--- config.mk ---
export PLATFORM = sky130hd
export DESIGN_NAME = mat_inst_fetch
export DESIGN_NICKNAME = d
export VERILOG_FILES = /design/src/rtl/mat_inst_fetch.sv
export SDC_FILE = /design/constraint.sdc
export NUM_CORES = 1
export LEC_CHECK = 0
export BUFFER_PORTS_ARGS = -buffer_cell sky130_fd_sc_hd__buf_2
export CAP_MARGIN = 20
export CORE_ASPECT_RATIO = 0.9
export CORE_UTILIZATION = 40
export DETAILED_ROUTE_END_ITERATION = 6
export PLACE_DENSITY = 0.6
export SYNTH_ARGS = -nofsm -noshare
export SYNTH_HDL_FRONTEND = slang
export SYNTH_SLANG_ARGS = --single-unit
export TNS_END_PERCENT = 1
--- constraint.sdc ---
create_clock -name clock -period 3.59 [get_ports clock]
set_input_delay 0.718 -clock clock [delete_from_list [all_inputs] [get_ports clock]]
set_output_delay 0.718 -clock clock [all_outputs]
set_load 0.005 [all_outputs]
--- src/rtl/mat_inst_fetch.sv ---
// Instruction prefetch stage: walks the PC through instruction memory and buffers
// {word, pc} pairs in a small FIFO in front of the matrix control unit.
module mat_inst_fetch #(
    parameter int INST_MEM_ADDR_SIZE  = 32,
    parameter int INST_MEM_WIDTH_SIZE = 128,
    parameter int QUEUE_DEPTH         = 4
) (
    input  logic                           clock,
    input  logic                           reset,
    input  logic                           start,
    input  logic [INST_MEM_ADDR_SIZE-1:0]  start_pc,
    input  logic                           stop,
    input  logic                           redirect,
    input  logic [INST_MEM_ADDR_SIZE-1:0]  redirect_pc,
    output logic [INST_MEM_ADDR_SIZE-1:0]  inst_mem_read_addr,
    input  logic [INST_MEM_WIDTH_SIZE-1:0] inst_mem_data_out,
    output logic                           inst_valid,
    input  logic                           inst_ready,
    output logic [INST_MEM_WIDTH_SIZE-1:0] inst,
    output logic [INST_MEM_ADDR_SIZE-1:0]  inst_pc,
    output logic                           busy
);
    localparam int PTR_W = $clog2(QUEUE_DEPTH);
    localparam int CNT_W = $clog2(QUEUE_DEPTH + 1);
    localparam logic [CNT_W-1:0] FULL_CNT = CNT_W'(QUEUE_DEPTH);

    typedef enum logic {IDLE, RUN} state_t;

    typedef struct packed {
        logic [INST_MEM_WIDTH_SIZE-1:0] word;
        logic [INST_MEM_ADDR_SIZE-1:0]  pc;
    } entry_t;

    state_t                        state, state_nxt;
    logic [INST_MEM_ADDR_SIZE-1:0] pc, pc_nxt;
    entry_t [QUEUE_DEPTH-1:0]      storage;
    logic [PTR_W-1:0]              head, tail;
    logic [CNT_W-1:0]              count;
    logic                          flush, enq, deq;

    assign inst_valid         = (count != '0);
    assign inst               = storage[head].word;
    assign inst_pc            = storage[head].pc;
    assign inst_mem_read_addr = pc;
    assign busy               = (state == RUN);

    always_comb begin
        state_nxt = state;
        pc_nxt    = pc;
        flush     = 1'b0;
        enq       = 1'b0;
        deq       = 1'b0;
        case (state)
            IDLE: begin
                if (start) begin
                    state_nxt = RUN;
                    pc_nxt    = start_pc;
                    flush     = 1'b1;
                end
            end
            RUN: begin
                if (stop) begin
                    state_nxt = IDLE;
                    flush     = 1'b1;
                end else if (redirect) begin
                    pc_nxt = redirect_pc;
                    flush  = 1'b1;
                end else begin
                    // A full queue still accepts a word when the head leaves this cycle.
                    deq = inst_valid & inst_ready;
                    enq = (count != FULL_CNT) | deq;
                    if (enq) pc_nxt = pc + 1'b1;
                end
            end
            default: state_nxt = IDLE;
        endcase
    end

    always_ff @(posedge clock or negedge reset) begin
        if (!reset) begin
            state <= IDLE;
            pc    <= '0;
        end else begin
            state <= state_nxt;
            pc    <= pc_nxt;
        end
    end

    always_ff @(posedge clock or negedge reset) begin
        if (!reset) begin
            head  <= '0;
            tail  <= '0;
            count <= '0;
        end else if (flush) begin
            head  <= '0;
            tail  <= '0;
            count <= '0;
        end else begin
            if (enq) tail <= tail + 1'b1;
            if (deq) head <= head + 1'b1;
            count <= count + CNT_W'(enq) - CNT_W'(deq);
        end
    end

    // Storage is not cleared on flush; head/count alone decide what is visible.
    always_ff @(posedge clock or negedge reset) begin
        if (!reset) begin
            storage <= '0;
        end else if (enq) begin
            storage[tail] <= '{word: inst_mem_data_out, pc: pc};
        end
    end

endmodule

==> flow_summary.json <==
{
  "criticalPathCategory": "reg2out",
  "ctsResizeCount": 0,
  "dieArea_mm2": 0.0770,
  "worstPathRequired_ps": 2870,
  "fmax_mhz": 308,
  "wirelength_mm": 75.5,
  "layout_commonest_cell": "dfrtp_1",
  "vias": 18567,
  "dpl.cell_count": 3221,
  "placed_area_mm2": 0.0337,
  "port_buffers": 391,
  "overflow": 0,
  "synth_cells": 1941,
  "htree_levels": 3,
  "slew_headroom": 0.291,
  "final_cell_mix": "dfrtp_1 (678), mux2_2 (632), buf_2 (390), mux4_2 (160), clkbuf_16 (76)",
  "gp_congestion": 0.843,
  "p_clk_frac": 0.339,
  "rows": 95,
  "arrival_ps": 2530,
  "grt.total_usage": 0.199,
  "switchingPower_mw": 6.21,
  "drv_cap": 0,
  "drc": 0,
  "fin_skew_ps": 21.7,
  "ys_ff_latch": 680,
  "insertion_delay_ps": 600,
  "cts_setup_buffers": 0,
  "synth_edf_count": 0,
  "ys_warn_count": 0,
  "use_met3": 0.0412,
  "vdd_drop_max_v": 0.000317,
  "die_w_um": 292,
  "cts_root_buf": "clkbuf_16",
  "cts_sinks": 680,
  "grt_max_degree": 96,
  "die_y_um": 263,
  "critical-path-max-stage-delay_ps": 730,
  "via_per_inst": 5.53,
  "hold_slack_ps": 187,
  "cp-start-kind": "flip-flop",
  "combPwrFrac": 0.207,
  "post-synth-top-area-cell": "dfrtp_1",
  "stdcell_count": 3360,
  "setup_tns_ps": 0,
  "syn_avg_cell_area_um2": 15.6,
  "final_layout_size_suffix_gt1_frac": 0.581,
  "rsz0062_at_grt": "no",
  "ctsHoldBuffers": 0,
  "path_delay_family": "flip-flops",
  "crit_fanout": 19,
  "clk_path_buf_depth": 3,
  "powerDensity_mw_per_mm2": 642,
  "p_leak_nw": 17.0,
  "fin_nets": 2533,
  "cts_tree": "built",
  "power.internal_mw": 17.1,
  "power_frac_seq": 0.454,
  "hpwl_mm": 49.4,
  "ant_nets": 0,
  "worst-path-buf-inv": 2,
  "async_flop_share": 1.00,
  "synth_top_cell_area_share": 0.561,
  "finalCritPeriodShare": 0.905,
  "path_cells": "buf_4, mux4_2, buf_2",
  "clkSlewWorstSetupHoldPaths_ps": 60,
  "swShare": 0.267,
  "initial_core_util": 0.405,
  "worst_pin_slew_ps": 1050,
  "antenna_found_initial": 11,
  "busiest_layer": "met2",
  "ios": 392,
  "ys_types": 67,
  "cp-end-kind": "output port",
  "drt_iter0_drc": 994,
  "setup_viol": 0,
  "crit_path_top_delay_cell": "dfrtp_4",
  "cts_buffers": 74,
  "finalHoldViolations": 0,
  "synth_area_mm2": 0.0303,
  "wl_per_cell_um": 22.5,
  "fin_util": 0.485,
  "grt_pass1_wl_mm": 120,
  "grt_pass1_vias": 20369,
  "ys_top_cells_by_area": "dfrtp_1 (56%), mux2_2 (23%), mux4_2 (12%)",
  "syn2layout_area_growth_pct": 19.6,
  "core_mm2": 0.0749,
  "grt_use_met1": 0.259,
  "status": "finished clean",
  "final_cell_area_mm2": 0.0363,
  "nFillCells": 6486,
  "synth-seq-area-share": 0.561,
  "final_max_slew_viol_count": 0,
  "hp-class": "in2async",
  "synth_top_flop_cell": "dfrtp_1",
  "period_minus_slack_ps": 3250,
  "grt_use_met2": 0.333,
  "drt_pass1_iterations": 5,
  "synth_nets": 2147
}
-- kinds of logic after synthesis --
kind of cell               Yosys count  synth area share
muxes                              800             0.356
buffers and inverters              155            0.0219
and+or+nand+nor                    157            0.0273
xor gates and xnor gates            12           0.00346
adders and majority gates            8           0.00355
DFF                                680             0.561
AOI/OAI and AO/OA                  129            0.0268
-- metrics by stage --
stage / power [mW] / setup WS, ps
floorplan: 13.3 / 791
global route: 24.5 / 152
finish: 23.3 / 340
detailed placement: 15.6 / 557
CTS: 23.6 / 202
global placement: 15.3 / 529
-- state kept, by name, summed over array words and instances (netlist names) --
signal,flops
count,3
storage,640
head,2
busy,1
inst_mem_read_addr,32
tail,2
-- metal layers --
layer	part of all wire	wire length, um
met4	0.029	2160
met3	0.050	3770
met1	0.42	31700
met5	0.00091	69
met2	0.50	37800
-- power by group through the flow --
stage | sequential, mW | combinational (mW) | clock [mW]
after floorplan | 10.2 | 3.15 | 0
after global placement | 10.6 | 4.74 | 0
after detailed placement | 10.7 | 4.90 | 0
after CTS | 10.6 | 4.92 | 8.14
after global routing | 10.8 | 5.25 | 8.43
final | 10.6 | 4.82 | 7.89
-- path summary, 6_finish.rpt --
kind / depth (start not counted) / startpoint / endpoint / slack, ps
worst max-delay path: 3 / head[0] / inst[27] / 340
worst min-delay path: 1 / reset / storage[553] / 190
worst max register to register: 5 / inst_mem_read_addr[3] / inst_mem_read_addr[31] / 720
worst min register to register: 2 / storage[29] / storage[29] / 480
max in group asynchronous: 2 / reset / storage[225] / 2330
min in group clock: 2 / inst_mem_data_out[115] / storage[307] / 380
-- cells in the mapped netlist (8+ instances only) --
| master | n |
|---|---|
| dfrtp_1 | 680 |
| buf_2 | 48 |
| nor3_1 | 10 |
| o21ai_0 | 41 |
| mux4_2 | 160 |
| nor2_1 | 39 |
| mux2i_1 | 8 |
| nand3_1 | 11 |
| nor2b_1 | 10 |
| xor2_1 | 8 |
| clkbuf_1 | 75 |
| nand2_1 | 41 |
| inv_1 | 9 |
| a21oi_1 | 34 |
| mux2_2 | 632 |
| buf_1 | 16 |
-- cell type report --
cell class	count	area [um^2]	share of cell area
Sequential cell	680	17000	0.469
Multi-Input combinational cell	1106	12700	0.350
Timing Repair Buffer	455	2760	0.0761
Clock buffer	110	2210	0.0609
Tap cell	970	1210	0.0334
Clock inverter	23	339	0.00934
Inverter	10	37.5	0.00103
Antenna cell	6	15.0	0.000414
Power figures use the tool's default switching activity.
